`src/rtl/single_accumulator.sv`:
```
// single_accumulator: sums each group of n signed products into one
// signed aw-bit result with a sticky overflow flag. A single result
// buffer sits behind an stb/ack output port. While a result is pending,
// the input is not accepted.
module single_accumulator #(
  parameter int w  = 8,   // incoming product width
  parameter int n  = 4,   // products summed per result (n >= 1)
  parameter int aw = 16   // accumulator / result width (aw >= w)
) (
  input  logic                 clk,
  input  logic                 rst,            // synchronous, active-low
  input  logic signed [w-1:0]  input_z,
  input  logic                 input_z_stb,
  output logic                 input_z_ack,
  output logic signed [aw-1:0] output_sum,
  output logic                 output_sum_stb,
  input  logic                 output_sum_ack,
  output logic                 output_ovf
);

  localparam int CNT_W = (n > 1) ? $clog2(n) : 1;
  localparam logic [CNT_W-1:0] CNT_LAST = CNT_W'(n - 1);
  localparam logic [CNT_W-1:0] CNT_ONE  = CNT_W'(1);

  typedef enum logic {
    ST_ACCUM  = 1'b0,
    ST_OUTPUT = 1'b1
  } state_t;

  // Sign-extend a product to accumulator width.
  function automatic logic signed [aw-1:0] sext_term(input logic signed [w-1:0] z);
    return aw'(z);
  endfunction

  // Two's-complement add overflow: operands agree in sign and the sum does not.
  function automatic logic add_ovf(input logic signed [aw-1:0] a,
                                   input logic signed [aw-1:0] b,
                                   input logic signed [aw-1:0] s);
    return (a[aw-1] == b[aw-1]) && (s[aw-1] != a[aw-1]);
  endfunction

  state_t                 state_q, state_d;
  logic signed [aw-1:0]   acc_q, acc_d;
  logic [CNT_W-1:0]       cnt_q, cnt_d;
  logic                   ovf_acc_q, ovf_acc_d;
  logic signed [aw-1:0]   sum_q, sum_d;
  logic                   ovf_q, ovf_d;
  logic                   stb_q, stb_d;
  logic                   ack_q, ack_d;

  logic signed [aw-1:0]   term;
  logic signed [aw-1:0]   next_sum;
  logic                   next_ovf;
  logic                   xfer;

  // Datapath for one add: extended term, wrapped sum and its overflow bit.
  always_comb begin
    term     = sext_term(input_z);
    next_sum = acc_q + term;
    next_ovf = add_ovf(acc_q, term, next_sum);
  end

  // Next-state logic: accumulate in ACCUM, hold the result in OUTPUT until acknowledged.
  always_comb begin
    state_d   = state_q;
    acc_d     = acc_q;
    cnt_d     = cnt_q;
    ovf_acc_d = ovf_acc_q;
    sum_d     = sum_q;
    ovf_d     = ovf_q;
    stb_d     = stb_q;
    ack_d     = ack_q;
    xfer      = 1'b0;

    unique case (state_q)
      ST_ACCUM: begin
        // ack is low for the first cycle after reset, so xfer is gated by it
        ack_d = 1'b1;
        stb_d = 1'b0;
        xfer  = input_z_stb && ack_q;
        if (xfer) begin
          if (cnt_q == CNT_LAST) begin
            sum_d     = next_sum;
            ovf_d     = ovf_acc_q | next_ovf;
            stb_d     = 1'b1;
            ack_d     = 1'b0;
            acc_d     = '0;
            cnt_d     = '0;
            ovf_acc_d = 1'b0;
            state_d   = ST_OUTPUT;
          end else begin
            acc_d     = next_sum;
            cnt_d     = cnt_q + CNT_ONE;
            ovf_acc_d = ovf_acc_q | next_ovf;
          end
        end
      end

      ST_OUTPUT: begin
        // input side is stalled; sum and ovf are held until the next load
        ack_d = 1'b0;
        if (output_sum_ack) begin
          stb_d   = 1'b0;
          ack_d   = 1'b1;
          state_d = ST_ACCUM;
        end
      end

      default: begin
        state_d = ST_ACCUM;
        ack_d   = 1'b0;
        stb_d   = 1'b0;
      end
    endcase
  end

  // State registers; reset discards any partial group and any pending result.
  always_ff @(posedge clk) begin
    if (!rst) begin
      state_q   <= ST_ACCUM;
      acc_q     <= '0;
      cnt_q     <= '0;
      ovf_acc_q <= 1'b0;
      sum_q     <= '0;
      ovf_q     <= 1'b0;
      stb_q     <= 1'b0;
      ack_q     <= 1'b0;
    end else begin
      state_q   <= state_d;
      acc_q     <= acc_d;
      cnt_q     <= cnt_d;
      ovf_acc_q <= ovf_acc_d;
      sum_q     <= sum_d;
      ovf_q     <= ovf_d;
      stb_q     <= stb_d;
      ack_q     <= ack_d;
    end
  end

  assign input_z_ack    = ack_q;
  assign output_sum     = sum_q;
  assign output_sum_stb = stb_q;
  assign output_ovf     = ovf_q;

endmodule
```
`config.mk`:
```
export PLATFORM = sky130hd
export DESIGN_NAME = single_accumulator
export DESIGN_NICKNAME = d
export VERILOG_FILES = /design/src/rtl/single_accumulator.sv
export SDC_FILE = /design/constraint.sdc
export NUM_CORES = 1
export LEC_CHECK = 0
export BUFFER_PORTS_ARGS = -buffer_cell sky130_fd_sc_hd__clkbuf_2
export CAP_MARGIN = 15
export CORE_ASPECT_RATIO = 1.25
export CORE_UTILIZATION = 56
export CTS_CLUSTER_SIZE = 25
export DETAILED_ROUTE_END_ITERATION = 10
export PLACE_DENSITY_LB_ADDON = 0.1
export SLEW_MARGIN = 20
export SYNTH_ARGS = -nofsm -noshare
export SYNTH_HDL_FRONTEND = slang
export SYNTH_SLANG_ARGS = --single-unit
```
`constraint.sdc`:
```
create_clock -name clk -period 3.6 [get_ports clk]
set_clock_uncertainty 0.05 [all_clocks]
set_input_delay 0.18 -clock clk [delete_from_list [all_inputs] [get_ports clk]]
set_output_delay 0.18 -clock clk [all_outputs]
set_load 0.02 [all_outputs]
```
# After elaboration in Yosys (flattened, before gate mapping)
# Cells that the tools add are included.
[op_classes] n_addsub=2 eq_ne=4 n_mux=13 bitwise=2 reduce_logical=4
[ops] cell="16-bit by 8-bit adder with 16-bit output" n=1
[ops] cell="16-bit 2-to-1 mux" n=1
[ops] cell="1-bit 2-to-1 mux" n=8
[ops] cell="1-bit case mux with 2 select lines" n=3
[ops] cell="3-bit AND reduction" n=1
[ops] cell="2-bit by 1-bit adder with 2-bit output, second input constant" n=1
[ops] cell="2-bit equality test, second input constant" n=1
[ops] cell="1-bit logical AND" n=2
[ops] cell="2-bit 2-to-1 mux" n=1
[ops] cell="2-bit != test, second input constant" n=1
[ops] cell="2-bit AND reduction" n=1
[ops] cell="1-bit equality test" n=1
[ops] cell="1-bit != test" n=1
[ops] cell="1-bit inverter" n=1
[ops] cell="1-bit bitwise OR" n=1
[word_totals] register_bits=39 in_bits=12 wordCells=33

# Depth between registers and ports, before layout
# Gate-level depths: netlist of run 1.
[logic_depth] depth_word=5 mapped_depth=8 depth_no_buf=8

# Worst setup path after synthesis of run 1
# Ideal clock, no wire load.
[synth_path] kind="register -> register" from="register acc_q[0]" to="register sum_q[14] (netlist: output_sum[14])" setup_ns=0.122 arrival_ns=2.406 t_required_ns=3.428 setup_slack_ns=1.022 stages_incl_launch_ff=9 n_path_buf=0 synth_period_minus_slack_ns=2.578 cell_sequence="dfxtp_1 > ha_1 > fa_1 > a21o_1 > a31o_1 > and3_4 > or4_4 > and2_4 > a221o_1"
[synth_via] elab_chain_cells=1
[synth_rtl] item="from (decl)" line_no="43" text="logic signed [aw-1:0] acc_q, acc_d;"
[synth_rtl] item="from (signal assigned)" line_no="121" text="acc_q <= '0;"
[synth_rtl] item="from (signal assigned)" line_no="130" text="acc_q <= acc_d;"
[synth_rtl] item="16-bit by 8-bit adder with 16-bit output" line_no="59" text="next_sum = acc_q + term;"
[synth_rtl] item="to (signal assigned)" line_no="133" text="sum_q <= sum_d;"
[synth_rtl] item="to (decl)" line_no="46" text="logic signed [aw-1:0] sum_q, sum_d;"
# No other way between the ends.
# A chain may end at the register's enable or synchronous reset.

# Worst setup path after layout of run 1
# Ends and elaborated chain as after synthesis.

==> results of run 1 <==
-- tightest hold or removal path: stages --
cell and delay [ns]:
clkbuf_2 0.07, nor2b_1 0.04, nor2_1 0.08
-- synth_stat cells (3+ instances only) --
master	instances	area share, %
o21bai_1	3	1.1
a22o_1	11	4.6
o21ai_0	13	3.1
a32o_1	4	1.9
nand3_1	10	2.4
xnor2_1	6	2.5
clkbuf_1	11	2.0
ha_1	16	9.5
a21boi_0	4	1.4
nand4_1	3	0.89
o211ai_1	3	1.1
nor2_1	9	1.6
a22oi_1	6	2.1
dfxtp_1	39	37
nor2b_1	10	3.0
nand2_1	22	3.9
a21oi_1	13	3.1
xor2_1	5	2.1
or2_2	3	0.89
a21o_1	4	1.4
-- logic make-up (layout without fill, tap and decap cells) --
group	count (synthesis)	in the layout	share of synthesized area, %
buf+inv	13	41	2.32
flops	39	39	37.1
xor+xnor	12	12	5.64
mux	1	1	0.534
simple gates	74	74	18.5
compound gates	75	75	25.5
fa+ha+maj	17	17	10.5
-- metal layers --
metal,part of all wire (%),wire length [µm],vias up,track usage (%)
met3,5.1,232,9,5.67
met1,47,2130,835,30.2
met5,0,0,-,0
met4,2.0,92,0,9.49
met2,46,2060,51,41.3
li1,-,-,915,-
-- metrics by stage --
| stage | hold WS (ns) | cell area [µm²] | utilization [%] | setup WS (ns) |
|---|---|---|---|---|
| floorplan | 0.260 | 2110 | - | 1.02 |
| global placement | 0.357 | 2270 | 64.1 | 0.954 |
| detailed placement | 0.388 | 2270 | 64.1 | 0.890 |
| CTS | 0.0863 | 2410 | 68.0 | 0.891 |
| global route | 0.0918 | 2410 | 68.0 | 0.811 |
| finish | 0.0753 | 2410 | 68.0 | 0.884 |
-- final cells by class --
cell class	count	area, µm²	area share [%]
clock buffers	5	68.8	2.86
flip-flops and latches	39	781	32.4
multi-input cells	179	1280	53.0
clock inverters	3	67.6	2.81
well taps	39	48.8	2.03
repair buffers	31	158	6.55
inverters	2	7.51	0.312
-- power groups by stage --
stage               Combinational [W]  Clock (W)  Sequential, W
floorplan                    0.000151          0       0.000467
global placement             0.000191          0       0.000468
detailed placement           0.000194          0       0.000468
CTS                          0.000195   0.000439       0.000459
global route                 0.000220   0.000458       0.000461
finish                       0.000197   0.000431       0.000459
-- worst max-delay path by stage --
stage | end | slack [ns]
after detailed placement | output_sum[14] | 0.89
after floorplan | output_sum[14] | 1.02
after global placement | output_sum[14] | 0.95
final | output_sum[14] | 0.88
after global routing | output_sum[14] | 0.81
after CTS | output_sum[14] | 0.89
-- state kept, by name (all words and copies together), names as in the netlist --
signal / count
output_ovf: 1
acc_q: 16
output_sum: 16
cnt_q: 2
input_z_ack: 1
ovf_acc_q: 1
state_q: 1
output_sum_stb: 1
==> impl_results.md, run 1 <==
- Outcome: finished, violations left
- Failing checks: design-rule violations
- CP Depth: 8
- Min-delay src: output_sum_ack
- Largest stage delay on the critical path: 0.56 ns
- FF-to-FF Start: acc_q[0]
- Worst-Skew Late Latency: 0.30 ns
- Syn-to-layout area delta: 14.3%
- Mapped Nets: 260
- Fill cell count: 317
- HPWL after DPL: 3.17 mm
- Max-cap violation count: 0
- Critical Path RT: 3.74 ns
- Placer Congestion: 0.901
- Cell breakdown of the critical path: ha_1, fa_1, a21o_1, a31o_1, and3_4, or4_4, and2_4, a221o_1
- CP arrival: 2.86 ns
- Avg WL per Cell: 15.2 µm
- Internal Pwr Total: 0.000808 W
- Switching pwr: 0.000279 W
- EDFF count, synth: 0
- Root Driver: clkbuf_8
- CP Launch Type: flip-flop
- Buf/Inv on CP: 0
- Switching Share: 25.6%
- Drt drc: 4
- Worst Max-Slew Pin Slew: 0.776 ns
- Finished Layout Cells: 298
- Core region area: 3540 µm²
- Max-slew violation count: 0
- Netlist cell types: 50
- Delay-heaviest family, CP: simple AND/OR/NAND/NOR gates
- Power share of the sequential group: 42.2%
- Setup Buffers After CTS: 0
- Clock transition at the registers of the reported paths: 0.08 ns
- DP Cell Count: 290
- Mapped Cells: 231
- Hold Path End: input_z_ack
- CTS tree: built
- RSZ-0062 raised after global routing: no
- Worst-case vdd ir drop: 269 µV
- Primary FF master, synth: dfxtp_1
- Critical Path Sink Type: flip-flop
- Worst Reg2Reg Path Length in Cells: 8
- Final ANT Viol Nets: 0
- H-tree depth: 2
- Vias in the first global route: 1737
- Cts hold-fix bufs: 0
- Fraction of layout instances using a drive strength above 1: 18.9%
- Yosys synthesis warning count: 0
- Largest net degree at the start of global routing: 28
- Num CTS Buffers: 5
- First-pass GRT wire length: 7.73 mm
- Post-synthesis sequential area ratio: 37.1%
- Final wirelength: 4.52 mm
- Hold path cells: 3
- Resized cells post-CTS: 0
- Avg Vias per Cell: 6.07
- Via count: 1810
- Syn Area/Cell: 9.12 µm²
- Comb power frac: 18.1%
- Commonest non-fill, non-tap cell in the layout: dfxtp_1
- # clock sinks: 39
- Min cycle time layout: 2.72 ns
- Pwr Total: 0.00109 W
- Iter 0 DRT Violations: 87
- Period utilization: 75.4%
- Ys async rst share: 0%
- Final setup vio count: 0
- CTS max path bufs: 2
- Slowest CP cell: or4_4
- Die area: 4010 µm²
- Critical path class: reg2reg
- Clock network fraction of total power: 39.7%
- Site Rows: 24
- Final hold viol count: 0
- Pwr dens: 451 nW/µm²
- Starting Density: 59.5%
- Static Leak: 1.08 nW
- Synthesized flop and latch total: 39
- Tightest Hold Check Type: in2reg
- Reg2reg end: output_sum[14]
- Post-Syn Area: 2110 µm²
- Chip height: 70.6 µm
- Drt pass-1 iters: 7
- Setup_tns: 0 ns
- Critical path launch point: acc_q[0]
- Grt total ovfl: 0
- Io pins: 31
- Crit Path Max Fanout: 5
- Die Span X: 56.9 µm
- Most frequent cells in the layout: 39 x dfxtp_1, 30 x clkbuf_2, 22 x nand2_1
- Initial antenna violation count: 0
- ANT cells: 0
- Minimum setup slack among reg-to-reg paths: 0.88 ns
- PortBufs: 30
- Slew margin rel.: 48.2%
- Nets@finish: 287
- Total GRT Usage: 24.5%
- Achievable clock frequency: 368 MHz
No activity file was read; power rests on OpenSTA's default activity.
==> run 2, diff against run 1 <==
Clock period 3.6 ns to 2.6 ns, I/O delays scaled along.
==> impl_results.md, run 2 (same netlist as run 1, synthesis figures left out) <==
- Iter 0 DRT Violations: 76 (-13%)
- Worst Max-Slew Pin Slew: 0.748 ns (-0.0281 ns)
- Avg Vias per Cell: 6.03 (-0.73%)
- Final setup vio count: 0 (unchanged)
- Fraction of layout instances using a drive strength above 1: 22.3% (+3.4 points)
- Total GRT Usage: 24.6% (+0.15 points)
- Final ANT Viol Nets: 0 (unchanged)
- Pre-CTS setup slack: -0.0573 ns (-0.948 ns)
- Io pins: 31 (unchanged)
- Tightest Hold Check Type: in2reg
- Final wirelength: 4.53 mm (+0.13%)
- Via count: 1857 (+2.6%)
- ANT cells: 0 (unchanged)
- Grt total ovfl: 0 (unchanged)
- Syn-to-layout area delta: 15.6%
- Setup_tns: 0 ns (unchanged)
- Most frequent cells in the layout: 38 x dfxtp_1, 30 x clkbuf_2, 22 x nand2_1
- Largest stage delay on the critical path: 0.46 ns (-0.10 ns)
- Failing checks: design-rule violations
- Clock transition at the registers of the reported paths: 0.07 ns (about the same)
- Largest net degree at the start of global routing: 28 (unchanged)
- Site Rows: 24 (unchanged)
- Pwr Total: 0.00131 W (+20%)
- Core region area: 3540 µm² (unchanged)
- HPWL after DPL: 3.21 mm (+1.4%)
- Period utilization: 96.8% (+21 points)
- Commonest non-fill, non-tap cell in the layout: dfxtp_1
- Final hold viol count: 0 (unchanged)
- CP arrival: 2.65 ns (-0.21 ns)
- Outcome: finished, violations left
- Slew margin rel.: 50.1% (+1.9 points)
- Static Leak: 1.10 nW (+2.3%)
- Max-cap violation count: 0 (unchanged)
- Num CTS Buffers: 5 (unchanged)
- Finished Layout Cells: 308 (+3.4%)
- Slowest CP cell: or3_2
- # clock sinks: 39 (unchanged)
- Worst-case vdd ir drop: 356 µV (+33%)
- Worst-Skew Late Latency: 0.29 ns (about the same)
- PortBufs: 30 (unchanged)
- CP Launch Type: flip-flop
- Nets@finish: 297 (+3.5%)
- First-pass GRT wire length: 7.86 mm (+1.7%)
- Die area: 4010 µm² (unchanged)
- Drt pass-1 iters: 8 (+1)
- Die Span X: 56.9 µm (unchanged)
- Worst Reg2Reg Path Length in Cells: 8 (unchanged)
- H-tree depth: 2 (unchanged)
- Pwr dens: 538 nW/µm² (+19%)
- Placer Congestion: 0.935 (+3.8%)
- Critical Path Sink Type: flip-flop
- RSZ-0062 raised after global routing: no
- Drt drc: 5 (+1)
- Worst setup margin: 0.0826 ns (-0.801 ns)
- Vias in the first global route: 1778 (+2.4%)
- Max-slew violation count: 0 (unchanged)
- Hold path cells: 3 (unchanged)
- Critical Path RT: 2.73 ns (-1.01 ns)
- Avg WL per Cell: 14.7 µm (-3.1%)
- Achievable clock frequency: 397 MHz (+7.9%)
- Initial antenna violation count: 0 (unchanged)
- CTS max path bufs: 2 (unchanged)
- Starting Density: 59.5% (unchanged)
- Cell breakdown of the critical path: ha_2, fa_2, a21o_1, a31o_1, and3_4, buf_4, or3_2, a32o_1
- Min cycle time layout: 2.52 ns (-0.199 ns)
- DP Cell Count: 298 (+2.8%)
- Critical path class: reg2reg
- CTS tree: built
- Crit Path Max Fanout: 4 (-1)
- Root Driver: clkbuf_8
- Chip height: 70.6 µm (unchanged)
run 2: cell count changes in the layout (fill, tap and decap cells not counted), sizes merged:
| cell | before | now |
|---|---|---|
| buf | 1 | 11 |
| bufinv | 2 | 0 |
| clkbuf | 35 | 37 |
| clkinv | 0 | 1 |
| clkinvlp | 1 | 0 |
run 2: layer usage:
metal / vias to the layer above / global-route usage, % / share of wire (%)
met5: - / 0 / 0
li1: 926 / - / -
met1: 876 / 33.0 / 46
met2: 50 / 40.5 / 48
met4: 0 / 8.94 / 1.3
met3: 5 / 3.47 / 4.9
run 2: area by class of cell:
cell class	instances	area [µm²]
tap	39	48.8
inverter	2	7.51
sequential	39	782
clock buffer	7	76.3
fill	296	1110
multi-input combinational	179	1280
clock inverter	1	5.00
timing repair buffer	41	233
run 2: per-stage QoR:
| step | hold WS, ns | cell area [µm²] | util (%) |
|---|---|---|---|
| after floorplan | 0.210 | 2110 | - |
| after global placement | 0.308 | 2330 | 65.8 |
| after detailed placement | 0.315 | 2330 | 65.8 |
| after CTS | 0.0207 | 2420 | 68.2 |
| after global routing | 0.0267 | 2430 | 68.7 |
| final | 0.0276 | 2430 | 68.7 |
run 2: path summary, 6_finish.rpt:
| check | slack, ns | end | from |
|---|---|---|---|
| max reg2reg | 0.08 | output_sum[10] | acc_q[0] |
| min reg2reg | 0.41 | output_sum_stb | output_sum_stb |
| max | 0.08 | output_sum[10] | acc_q[0] |
| min | 0.03 | input_z_ack | output_sum_ack |
run 2: timing repair:
action / in CTS / in global routing
pin swaps: 0 / 4
endpoints found under the setup margin: 1 / 1
buffers inserted: 0 / 2
hold buffers: 0 / 0
gates resized for setup: 1 / 2
run 2: critical path: cells and delay by family (launching register included):
family / cells / cell delay, ns
adder cells (fa/ha/maj): 2 / 0.57
flip-flops: 1 / 0.32
AO/OA/AOI/OAI: 3 / 0.69
buffers and inverters: 1 / 0.14
AND/OR/NAND/NOR: 2 / 0.64
run 2: where the power goes:
| group | switching (W) | total, W | leakage, nW | internal [W] |
|---|---|---|---|---|
| combinational | 0.000157 | 0.000286 | 0.741 | 0.000130 |
| clock | 0.000200 | 0.000388 | 0.0422 | 0.000188 |
| sequential | 0.0000151 | 0.000635 | 0.317 | 0.000620 |
| total | 0.000372 | 0.00131 | 1.10 | 0.000938 |
